===== config.mk =====
export PLATFORM = sky130hd
export DESIGN_NAME = clint_ctrl
export DESIGN_NICKNAME = d
export VERILOG_FILES = /design/src/rtl/clint_ctrl.sv
export SDC_FILE = /design/constraint.sdc
export NUM_CORES = 1
export LEC_CHECK = 0
export ABC_AREA = 0
export CAP_MARGIN = 20
export CORE_UTILIZATION = 39
export CTS_BUF_LIST = sky130_fd_sc_hd__clkbuf_8
export DETAILED_ROUTE_END_ITERATION = 8
export PLACE_DENSITY_LB_ADDON = 0.08
export SETUP_SLACK_MARGIN = 0.02
export SLEW_MARGIN = 40
export SYNTH_ARGS = -nofsm -noshare
export SYNTH_HDL_FRONTEND = slang
export SYNTH_SLANG_ARGS = --single-unit

===== constraint.sdc =====
create_clock -name clk -period 1.7 [get_ports clk]
set_input_delay 0.17 -clock clk [delete_from_list [all_inputs] [get_ports clk]]
set_output_delay 0.17 -clock clk [all_outputs]
set_load 0.1 [all_outputs]

===== src/rtl/clint_ctrl.sv =====
// Core-local trap sequencer: detects ECALL/EBREAK/MRET and qualified timer interrupts,
// holds the pipeline while the machine CSRs are written, then strobes a redirect.
module clint_ctrl #(
  parameter logic [11:0] MTVEC_ADDR   = 12'h305,
  parameter logic [11:0] MEPC_ADDR    = 12'h341,
  parameter logic [11:0] MCAUSE_ADDR  = 12'h342,
  parameter logic [11:0] MSTATUS_ADDR = 12'h300
) (
  input  logic        clk,
  input  logic        rst_n,
  input  logic        int_flag_i,
  input  logic [31:0] inst_i,
  input  logic [31:0] inst_addr_i,
  input  logic        br_taken_i,
  input  logic [31:0] br_target_i,
  input  logic [31:0] csr_mtvec_i,
  input  logic [31:0] csr_mepc_i,
  input  logic [31:0] csr_mstatus_i,
  output logic        hold_flag_o,
  output logic        csr_we_o,
  output logic [11:0] csr_waddr_o,
  output logic [31:0] csr_wdata_o,
  output logic        int_assert_o,
  output logic [31:0] int_addr_o
);

  // mtvec is read through csr_mtvec_i; its address only has to stay distinct.
  if (MTVEC_ADDR == MEPC_ADDR || MTVEC_ADDR == MCAUSE_ADDR || MTVEC_ADDR == MSTATUS_ADDR) begin : g_bad_cfg
    $error("clint_ctrl: CSR addresses must be distinct");
  end

  localparam logic [31:0] INST_ECALL  = 32'h0000_0073;
  localparam logic [31:0] INST_EBREAK = 32'h0010_0073;
  localparam logic [31:0] INST_MRET   = 32'h3020_0073;

  typedef enum logic [2:0] {
    IDLE, W_MEPC, W_MCAUSE, W_MSTATUS, W_MRET_MSTATUS, ASSERT
  } state_e;

  state_e      state_q;
  logic [31:0] cause_q, mstatus_q, target_q;
  logic        csr_we_q, int_assert_q;
  logic [11:0] csr_waddr_q;
  logic [31:0] csr_wdata_q, int_addr_q;

  logic        is_ecall, is_ebreak, is_mret, async_req, exc_now, trap_now;
  logic [31:0] epc_d, cause_d;

  assign is_ecall  = (inst_i == INST_ECALL);
  assign is_ebreak = (inst_i == INST_EBREAK);
  assign is_mret   = (inst_i == INST_MRET);
  assign async_req = int_flag_i & csr_mstatus_i[3];
  assign exc_now   = is_ecall | is_ebreak;
  assign trap_now  = exc_now | async_req;

  // An interrupt resumes at the branch target when EX is redirecting this cycle.
  assign epc_d   = (!exc_now && br_taken_i) ? br_target_i : inst_addr_i;
  assign cause_d = is_ecall ? 32'd11 : is_ebreak ? 32'd3 : 32'h8000_0007;

  function automatic logic [31:0] trap_mstatus(input logic [31:0] s);
    logic [31:0] m;
    m    = s;
    m[7] = s[3];
    m[3] = 1'b0;
    return m;
  endfunction

  function automatic logic [31:0] mret_mstatus(input logic [31:0] s);
    logic [31:0] m;
    m    = s;
    m[3] = s[7];
    m[7] = 1'b1;
    return m;
  endfunction

  assign hold_flag_o  = (state_q != IDLE) | trap_now | is_mret;
  assign csr_we_o     = csr_we_q;
  assign csr_waddr_o  = csr_waddr_q;
  assign csr_wdata_o  = csr_wdata_q;
  assign int_assert_o = int_assert_q;
  assign int_addr_o   = int_addr_q;

  // Outputs are registered alongside the state they belong to.
  always_ff @(posedge clk or negedge rst_n) begin
    if (!rst_n) begin
      state_q      <= IDLE;
      cause_q      <= '0;
      mstatus_q    <= '0;
      target_q     <= '0;
      csr_we_q     <= 1'b0;
      csr_waddr_q  <= '0;
      csr_wdata_q  <= '0;
      int_assert_q <= 1'b0;
      int_addr_q   <= '0;
    end else begin
      csr_we_q     <= 1'b0;
      csr_waddr_q  <= '0;
      csr_wdata_q  <= '0;
      int_assert_q <= 1'b0;
      int_addr_q   <= '0;
      case (state_q)
        IDLE: begin
          if (trap_now) begin
            cause_q     <= cause_d;
            mstatus_q   <= csr_mstatus_i;
            target_q    <= csr_mtvec_i;
            state_q     <= W_MEPC;
            csr_we_q    <= 1'b1;
            csr_waddr_q <= MEPC_ADDR;
            csr_wdata_q <= epc_d;
          end else if (is_mret) begin
            mstatus_q   <= csr_mstatus_i;
            target_q    <= csr_mepc_i;
            state_q     <= W_MRET_MSTATUS;
            csr_we_q    <= 1'b1;
            csr_waddr_q <= MSTATUS_ADDR;
            csr_wdata_q <= mret_mstatus(csr_mstatus_i);
          end
        end
        W_MEPC: begin
          state_q     <= W_MCAUSE;
          csr_we_q    <= 1'b1;
          csr_waddr_q <= MCAUSE_ADDR;
          csr_wdata_q <= cause_q;
        end
        W_MCAUSE: begin
          state_q     <= W_MSTATUS;
          csr_we_q    <= 1'b1;
          csr_waddr_q <= MSTATUS_ADDR;
          csr_wdata_q <= trap_mstatus(mstatus_q);
        end
        W_MSTATUS, W_MRET_MSTATUS: begin
          state_q      <= ASSERT;
          int_assert_q <= 1'b1;
          int_addr_q   <= target_q;
        end
        ASSERT:  state_q <= IDLE;
        default: state_q <= IDLE;
      endcase
    end
  end

endmodule

==> out/metrics.yaml <==
slew_violations: 0
initial_core_util: 0.4024
netlist_instances: 442
io_pins: 275
grt_usage: 0.2252
setup_ws_ns: -0.05481
clock_latency_ns: 0.44
critPathRequiredTime_ns: 1.53
p_switching_uw: 8222
leakagePower_uw: 0.004921
ys_seq_area_frac: 0.5645
post_synth_num_cell_types: 40
r2r_cells: 6
crit_type: "reg -> out"
critical_path.startpoint: "state_q[0]"
first_pass_iters: 4
rows: 45
r2r_slack_ns: 0.05
setup_viol: 28
grt-busiest-layer: "met2"
fmax_mhz: 569.9
met3_usage: 0.06803
grt_pass1_vias: 5224
dp_slack_ns: -0.7096
cts_tree: "done"
p_comb_frac: 0.520
finalHoldViolCount: 0
synth.avg_cell_area_sq_um: 13.94
die_area_sq_um: 16310
layout-drive-gt1-share: 0.3984
fin_crit_sh: 1.032
die-height_um: 127.7
final_antenna_net_count: 0
met2_usage: 0.3912
grt_pass1_wl_mm: 27.60
avgRoutedWirePerCell_um: 18.34
holdCritPathClass: "in -> reg"
clk_pin_slew_ns: 0.08
use_met1: 0.2633
p_int_uw: 10260
cp_slowest_cell: "dfrtp_2"
ys_ff_latch: 139
max_stage_delay_ns: 0.44
final_nets: 956
cts_buffers: 17
clkSinkCount: 139
p_sw_frac: 0.4449
syn2layout_area_growth_pct: 67.51
htree_levels: 4
placed_cell_area_sq_um: 9276
yosys_warnings: 0
rsz0062_at_grt: "yes"
drt_iter0_markers: 274
critPathCaptureType: "output port"
core_sq_um: 15310
status: "finished with violations"
synth_area_sq_um: 6162
r2r_start: "state_q[0]"
peakVddDrop_uv: 944.4
gr-total-overflow: 0
portBuffers: 267
seqPwrFrac: 0.289
cp_cell_sequence: "nor3_4 -> buf_6 -> nand3b_1 -> buf_12"
power_density_nw_per_um2: 1790
cts_buffer_depth: 2
layout_min_cycle_time_ns: 1.755
drcViolationCount: 0
cp_max_fo: 3
routed_wirelength_mm: 18.07
antenna_found_initial: 1
arrival_ns: 1.58
fin_area_sq_um: 10320
die_x_um: 127.7
violations: "setup timing"
clkPwrFrac: 0.191
start_kind: "register"
r2r-end: "mstatus_q[24]"
post-dp-hpwl_mm: 11.71
layout_commonest_cell: "clkdlybuf4s50_1"
routabilityCongestion: 0.7602
skew_ns: 0.008369
grt_max_degree: 58
maxCapViolCount: 0
endpoint: "hold_flag_o"
root_buffer: "clkbuf_8"
avgViaCountPerCell: 4.910
vias: 4836
most-common-layout-cells: "162 x clkdlybuf4s50_1, 138 x dfrtp_1, 95 x buf_4"
==> routing by layer <==
metal,share of wire,vias to the layer above
met5,0,-
met4,0.020,0
met3,0.072,24
met2,0.51,191
met1,0.40,2403
li1,-,2218
==> critical path: cells and delay by family (launching register included) <==
family / cells / cell delay [ns]
buffers and inverters: 2 / 0.33
DFF: 1 / 0.44
and+or+nand+nor: 2 / 0.37
==> area by class of cell <==
class | count | area, sq um
clock buffer | 22 | 302.8
fill | 1120 | 4992
multi-input combinational | 274 | 2775
clock inverter | 10 | 232.7
antenna | 1 | 2.502
timing repair buffer | 326 | 3258
tap | 211 | 264.0
inverter | 2 | 7.507
sequential | 139 | 3480
==> metrics by stage <==
| stage | std cells | utilization | setup TNS, ns | power [uW] | hold slack [ns] |
|---|---|---|---|---|---|
| 2_1_floorplan | 448 | - | -3.304 | 12020 | -0.1256 |
| 3_3_place_gp | 923 | 0.6057 | -58.00 | 14420 | 0.07649 |
| 3_5_place_dp | 923 | 0.6057 | -62.95 | 14570 | 0.08157 |
| 4_1_cts | 981 | 0.6656 | -2.393 | 18350 | 0.1591 |
| 5_1_grt | 985 | 0.6740 | -1.620 | 19210 | 0.06407 |
| 6_report | 985 | 0.6740 | -0.8002 | 18480 | 0.05461 |
==> logic make-up (layout without fill, tap and decap cells) <==
group | after synthesis | in the layout | share of synthesized area
compound gates | 72 | 72 | 0.07553
buf+inv | 35 | 360 | 0.03838
flops | 139 | 139 | 0.5645
mux | 126 | 126 | 0.2465
other cells | 1 | 8 | 0.0006086
simple gates | 69 | 69 | 0.07452
==> power by group through the flow <==
stage | registers [uW] | logic (uW) | clock network [uW]
2_1_floorplan | 9440 | 2580 | 0
3_3_place_gp | 5320 | 9100 | 0
3_5_place_dp | 5340 | 9230 | 0
4_1_cts | 5310 | 9450 | 3590
5_1_grt | 5470 | 10000 | 3730
6_report | 5330 | 9610 | 3540
==> Yosys cell counts (all sizes together) <==
master,number,area (sq um)
nand3,3,15.01
o21ai,35,182.7
nand4,2,18.77
and4b,1,10.01
and4bb,1,12.51
nor4bb,1,10.01
nand2,6,22.52
a31oi,1,6.260
and2,33,206.5
a222oi,4,40.04
dfrtp,139,3478
nor3,4,36.29
a2bb2oi,1,8.760
mux2,95,1209
nor3b,2,15.01
nor4,4,43.80
nor4b,1,8.760
conb,1,3.750
a21oi,2,10.01
o22ai,1,6.260
clkbuf,10,40.04
inv,2,7.510
o2bb2ai,1,8.760
nand2b,4,25.02
mux2i,31,310.3
or2,2,12.51
a22oi,27,202.7
nor2,4,15.01
buf,23,188.9
nand3b,1,7.510
==> timing repair <==
| action | 4_1_cts | 5_1_grt |
|---|---|---|
| endpoints found under the setup margin | 96 | 98 |
| cloned | 7 | 2 |
| hold buffers | 1 | 0 |
| hold endpoints to repair | 139 | 0 |
| pin swaps | 4 | 13 |
| resized for setup | 134 | 56 |
| buffers inserted | 18 | 8 |
==> state kept, by name, summed over array words and instances, names as in the netlist <==
signal	count
mstatus_q	31
csr_wdata_o	32
cause_q	3
state_q	3
target_q	32
int_addr_o	32
csr_waddr_o	4
int_assert_o	1
csr_we_o	1
==> how the worst min path moves through the flow <==
stage	startpoint	to	slack, ns	cells past startpoint
2_1_floorplan	rst_n	cause_q[1]	-0.13	0
3_3_place_gp	rst_n	int_addr_o[5]	0.08	1
3_5_place_dp	rst_n	int_addr_o[5]	0.08	1
4_1_cts	rst_n	int_addr_o[5]	0.16	2
5_1_grt	inst_i[20]	cause_q[3]	0.06	3
6_report	inst_i[20]	cause_q[3]	0.05	3
(Power assumes the default switching activity.)
